[config.mk]
export PLATFORM = sky130hd
export DESIGN_NAME = vc_buffer
export DESIGN_NICKNAME = d
export VERILOG_FILES = /design/src/rtl/vc_buffer_pkg.sv /design/src/rtl/vc_buffer_lane.sv /design/src/rtl/vc_buffer.sv
export SDC_FILE = /design/constraint.sdc
export NUM_CORES = 1
export LEC_CHECK = 0
export BUFFER_PORTS_ARGS = -buffer_cell sky130_fd_sc_hd__buf_2
export CELL_PAD_IN_SITES_DETAIL_PLACEMENT = 1
export CELL_PAD_IN_SITES_GLOBAL_PLACEMENT = 1
export CORE_ASPECT_RATIO = 1.1
export CORE_UTILIZATION = 35
export CTS_CLUSTER_SIZE = 30
export DETAILED_ROUTE_END_ITERATION = 12
export HOLD_SLACK_MARGIN = 0.15
export PLACE_DENSITY = 0.69
export SLEW_MARGIN = 30
export SYNTH_ARGS = -nofsm -noshare
export SYNTH_HDL_FRONTEND = slang
export SYNTH_HIERARCHICAL = 1
export SYNTH_SLANG_ARGS = --single-unit
[constraint.sdc]
create_clock -name clk -period 4.1 [get_ports clk]
set_input_delay 0.41 -clock clk [delete_from_list [all_inputs] [get_ports clk]]
set_output_delay 0.41 -clock clk [all_outputs]
set_load 0.01 [all_outputs]
[src/rtl/vc_buffer_pkg.sv]
// rtl/vc_buffer_pkg.sv - shared types and helpers for the multi-VC input buffer
package vc_buffer_pkg;

    // Per-lane status bundle reported to the VC allocator
    typedef struct packed {
        logic empty;
        logic full;
        logic almost_full;
    } lane_status_t;

    // Select-field width for n lanes; a single lane still needs one bit
    function automatic int vc_w(input int n);
        return (n > 1) ? $clog2(n) : 1;
    endfunction

endpackage

[src/rtl/vc_buffer_lane.sv]
// rtl/vc_buffer_lane.sv - one circular FIFO lane with show-ahead head output
module vc_buffer_lane
    import vc_buffer_pkg::*;
#(
    parameter int DEPTH       = 3,
    parameter int DATA_WIDTH  = 32,
    parameter int AFULL_LEVEL = 2,
    parameter int CNT_W       = $clog2(DEPTH + 1)
) (
    input  logic                  clk,
    input  logic                  reset,
    input  logic                  wr_en,
    input  logic                  rd_en,
    input  logic [DATA_WIDTH-1:0] din,
    output logic [DATA_WIDTH-1:0] dout,
    output logic [CNT_W-1:0]      count,
    output lane_status_t          status
);

    localparam int PTR_W = $clog2(DEPTH);

    logic [DATA_WIDTH-1:0] mem_q [DEPTH];
    logic [DATA_WIDTH-1:0] mem_d [DEPTH];
    logic [PTR_W-1:0]      wr_ptr_q, wr_ptr_d;
    logic [PTR_W-1:0]      rd_ptr_q, rd_ptr_d;
    logic [CNT_W-1:0]      count_q, count_d;

    // Next-state: enables are pre-qualified by the top, so apply them unconditionally
    always_comb begin
        mem_d    = mem_q;
        wr_ptr_d = wr_ptr_q;
        rd_ptr_d = rd_ptr_q;
        count_d  = count_q;
        if (wr_en) begin
            mem_d[wr_ptr_q] = din;
            wr_ptr_d = (wr_ptr_q == PTR_W'(DEPTH - 1)) ? '0 : wr_ptr_q + 1'b1;
        end
        if (rd_en) begin
            rd_ptr_d = (rd_ptr_q == PTR_W'(DEPTH - 1)) ? '0 : rd_ptr_q + 1'b1;
        end
        case ({wr_en, rd_en})
            2'b10:   count_d = count_q + CNT_W'(1);
            2'b01:   count_d = count_q - CNT_W'(1);
            default: count_d = count_q;
        endcase
    end

    // State registers; storage clears too so dout reads 0 after reset
    always_ff @(posedge clk or posedge reset) begin
        if (reset) begin
            for (int i = 0; i < DEPTH; i++) mem_q[i] <= '0;
            wr_ptr_q <= '0;
            rd_ptr_q <= '0;
            count_q  <= '0;
        end else begin
            mem_q    <= mem_d;
            wr_ptr_q <= wr_ptr_d;
            rd_ptr_q <= rd_ptr_d;
            count_q  <= count_d;
        end
    end

    assign dout               = mem_q[rd_ptr_q];
    assign count              = count_q;
    assign status.empty       = (count_q == '0);
    assign status.full        = (count_q == CNT_W'(DEPTH));
    assign status.almost_full = (count_q >= CNT_W'(AFULL_LEVEL));

endmodule

[src/rtl/vc_buffer.sv]
// rtl/vc_buffer.sv - multi-VC router input buffer top (optional VC_BUFFER_ERR_EN error flags)
module vc_buffer
    import vc_buffer_pkg::*;
#(
    parameter int  NUM_VC      = 2,
    parameter int  DEPTH       = 3,
    parameter int  DATA_WIDTH  = 32,
    parameter int  AFULL_LEVEL = 2,
    localparam int VC_W        = vc_w(NUM_VC),
    localparam int CNT_W       = $clog2(DEPTH + 1)
) (
    input  logic                    clk,
    input  logic                    reset,
    input  logic                    push,
    input  logic [VC_W-1:0]         push_vc,
    input  logic [DATA_WIDTH-1:0]   din,
    input  logic                    pop,
    input  logic [VC_W-1:0]         pop_vc,
    output logic [DATA_WIDTH-1:0]   dout,
    output logic [NUM_VC-1:0]       empty,
    output logic [NUM_VC-1:0]       full,
    output logic [NUM_VC-1:0]       almost_full,
`ifdef VC_BUFFER_ERR_EN
    output logic [NUM_VC-1:0]       err_ovf,
    output logic [NUM_VC-1:0]       err_udf,
`endif
    output logic [NUM_VC*CNT_W-1:0] count
);

    logic [NUM_VC-1:0]     push_sel, pop_sel, wr_en, rd_en;
    logic [DATA_WIDTH-1:0] lane_dout   [NUM_VC];
    lane_status_t          lane_status [NUM_VC];

    // Decode lane selects; out-of-range selects match no lane and become no access
    always_comb begin
        push_sel = '0;
        pop_sel  = '0;
        rd_en    = '0;
        wr_en    = '0;
        for (int i = 0; i < NUM_VC; i++) begin
            push_sel[i] = push && (push_vc == VC_W'(i));
            pop_sel[i]  = pop && (pop_vc == VC_W'(i));
            rd_en[i]    = pop_sel[i] && !lane_status[i].empty;
            // A full lane still accepts the write when it is drained in the same cycle
            wr_en[i]    = push_sel[i] && (!lane_status[i].full || rd_en[i]);
        end
    end

    // Show-ahead read mux; an unmatched pop_vc reads 0
    always_comb begin
        dout = '0;
        for (int i = 0; i < NUM_VC; i++) begin
            if (pop_vc == VC_W'(i)) dout = lane_dout[i];
        end
    end

    for (genvar g = 0; g < NUM_VC; g++) begin : g_lane
        vc_buffer_lane #(
            .DEPTH       (DEPTH),
            .DATA_WIDTH  (DATA_WIDTH),
            .AFULL_LEVEL (AFULL_LEVEL),
            .CNT_W       (CNT_W)
        ) u_lane (
            .clk    (clk),
            .reset  (reset),
            .wr_en  (wr_en[g]),
            .rd_en  (rd_en[g]),
            .din    (din),
            .dout   (lane_dout[g]),
            .count  (count[g*CNT_W +: CNT_W]),
            .status (lane_status[g])
        );
        assign empty[g]       = lane_status[g].empty;
        assign full[g]        = lane_status[g].full;
        assign almost_full[g] = lane_status[g].almost_full;
    end

`ifdef VC_BUFFER_ERR_EN
    logic [NUM_VC-1:0] err_ovf_q, err_ovf_d, err_udf_q, err_udf_d;

    // Sticky flags: dropped push marks overflow, ignored pop marks underflow
    always_comb begin
        err_ovf_d = err_ovf_q;
        err_udf_d = err_udf_q;
        for (int i = 0; i < NUM_VC; i++) begin
            if (push_sel[i] && !wr_en[i]) err_ovf_d[i] = 1'b1;
            if (pop_sel[i] && !rd_en[i])  err_udf_d[i] = 1'b1;
        end
    end

    // Flag registers clear only on reset
    always_ff @(posedge clk or posedge reset) begin
        if (reset) begin
            err_ovf_q <= '0;
            err_udf_q <= '0;
        end else begin
            err_ovf_q <= err_ovf_d;
            err_udf_q <= err_udf_d;
        end
    end

    assign err_ovf = err_ovf_q;
    assign err_udf = err_udf_q;
`endif

endmodule
==> out/metrics.csv <==
metric;value;unit
outcome;finished clean;
end_kind;primary output;
clk_transition_reported_paths;0.06;ns
hp-start;din[7];
dp_hpwl;13600;um
regToRegSetupSlack;1.66;ns
cts.repair.resized;0;
fin_skew;0.00657;ns
multi_input_area;4420;um2
synth_top_flop_cell;dfrtp_1;
hold_depth;2;
rsz0062_at_grt;no;
wirelength;22600;um
ctsHoldBuffers;1;
yosysTopAreaCellShare;51.9;%
io_pins;80;
rr_endpoint;g_lane[0].u_lane/mem_q[28];
clk-insertion-delay-late;0.51;ns
synth_area_per_cell;13.7;um2
drt_iter0_markers;249;
clock_sinks;204;
ir_drop;0.000315;V
p_total;9.63;mW
tritoncts;done;
synth.area.top_cells;dfrtp_1 (52%), mux2_2 (15%), mux2_4 (14%);
yosysSeqAreaShare;51.9;%
start_kind;register;
synth_async_sr_flop_share;100;%
rows;64;
portBuffers;79;
numCtsBuffers;24;
layout_worst_path_cycle_share;77.4;%
slew_violations;0;
rr_worst_depth;6;
dr.pass1.iters;4;
htree_levels;1;
grt_usage;16.6;%
die_x;162;um
yosysMostFrequentCell;dfrtp_1;
synth_top_family_by_area;multiplexers;
ys_types;28;
place_area;10500;um2
routed_via_density;5.02;
ys_ff_latch;204;
grt-ovfl-total;0;
min_to;g_lane[0].u_lane/mem_q[7];
setup_violations;0;
grt_pass1_vias;6594;
worstMarginPinSlew;0.894;ns
fmax;0.315;GHz
synth.largest_area_cell;dfrtp_1;
syn-num-nets;760;
wl_per_cell;19.3;um
synth_compound_area_share;4.08;%
maxCapViolCount;0;
netlist_area;9830;um2
relSlewSlack;40.4;%
fin_nets;828;
clockRootBuffer;clkbuf_16;
drive_gt1_share;46.3;%
power_leakage;5.26;nW
power_density;846;nW/um2
holdCritPathClass;in -> reg;
core_area;27700;um2
start_util;35.5;%
cts_setup_buffers;0;
synthAdderAreaFrac;0.254;%
stdcell_area;11400;um2
area_growth;15.7;%
finalSetupTns;0;ns
yosys.area_share.simple;3.82;%
netlist_top_cells_count;dfrtp_1 (204), mux2_2 (135), mux2_4 (89), mux2i_1 (66), nand2_1 (65);
r2r-start;g_lane[0].u_lane/count[0];
die_area;28800;um2
drc;0;
criticalPathCategory;reg -> out;
grt_pass1_wl;37400;um
hold_viol_final;0;
grt_max_degree;79;
die_h;178;um
crit_required;3.69;ns
synth-xor-area-share;0.534;%
syn_inst;720;
seq_area;5110;um2
fillCellCount;2910;
grt_antenna_before_repair;1;
crit_path_max_fanout;28;
arrival;2.76;ns
via_count;5868;
antenna_left;0;
synth_edf_count;0;
routabilityCongestion;0.676;
yosys_warnings;6;
clk_path_buf_depth;3;
period_needed;3.17;ns
muxShareOfSynthArea;35.8;%
## area by class of cell
type	count	area share [%]
multi-input cells	455	38.9
clock buffers	34	6.32
diodes	1	0.0220
clock inverters	10	1.10
flip-flops and latches	204	44.9
repair buffers	92	4.36
well taps	363	3.99
inverters	11	0.429
## state kept, by name, indices dropped and copies added, names as in the netlist
| name | cells |
|---|---|
| g_lane.u_lane/wr_ptr_q | 4 |
| g_lane.u_lane/rd_ptr_q | 4 |
| g_lane.u_lane/mem_q | 192 |
| g_lane.u_lane/count | 4 |
## placed cells by master, fill, tap and decap left out, drive strengths merged, types with 2 or more instances in the layout
| cell type | count |
|---|---|
| mux2 | 224 |
| dfrtp | 204 |
| buf | 91 |
| mux2i | 66 |
| nand2 | 65 |
| o21ai | 46 |
| clkbuf | 34 |
| o22ai | 22 |
| inv | 11 |
| clkinv | 7 |
| xnor2 | 4 |
| nand2b | 4 |
| nor2 | 4 |
| bufinv | 3 |
| nor3 | 2 |
| a21o | 2 |
| nor2b | 2 |
| and2 | 2 |
| xor2 | 2 |
| ha | 2 |
| or3 | 2 |
| nand3 | 2 |
## worst max-delay path, stage by stage (launching register included)
cell	delay, ns
dfrtp_2	0.95
buf_4	0.44
mux2i_1	0.23
o21ai_0	0.16
mux2_4	0.31
buf_2	0.14
## worst max path at each step
stage                                            start                    endpoint  slack (ns)  depth (start not counted)
final                     g_lane[0].u_lane/rd_ptr_q[1]                    dout[14]        0.93                          5
after detailed placement                        pop_vc   g_lane[1].u_lane/mem_q[8]        1.09                          8
after CTS                 g_lane[0].u_lane/rd_ptr_q[1]                    dout[14]        0.84                          5
after global routing      g_lane[0].u_lane/rd_ptr_q[1]                    dout[14]        0.74                          5
after floorplan                                  reset   g_lane[0].u_lane/count[0]        1.01                          1
after global placement                          pop_vc  g_lane[1].u_lane/mem_q[46]        1.03                          6
## report_power, final
part	switching, mW	total, mW	internal, mW
combinational	1.63	3.73	2.10
sequential	0.636	3.66	3.02
clock	0.830	2.24	1.41
total	3.10	9.63	6.53
## cell families (layout without fill, tap and decap cells)
logic type,Yosys count,after routing
other cells,0,1
flops,204,204
mux,290,290
fa+ha+maj,2,2
xor+xnor,6,6
simple gates,85,85
buf+inv,61,147
compound gates,72,72
## per-layer routing
metal | vias to the layer above | wire length [um] | track usage (%)
li1 | 2675 | - | -
met1 | 3087 | 10200 | 21.9
met2 | 80 | 11300 | 29.0
met3 | 26 | 708 | 2.24
met4 | 0 | 329 | 3.81
met5 | - | 0 | 0
## through the flow
step	utilization, %	cells	setup slack (ns)	hold WS (ns)
floorplan	-	720	1.01	0.479
global placement	37.9	1124	1.03	0.487
detailed placement	38.0	1124	1.09	0.494
CTS	41.0	1169	0.842	0.188
global route	41.0	1169	0.737	0.207
finish	41.1	1170	0.927	0.215
Power figures use the tool's default switching activity.
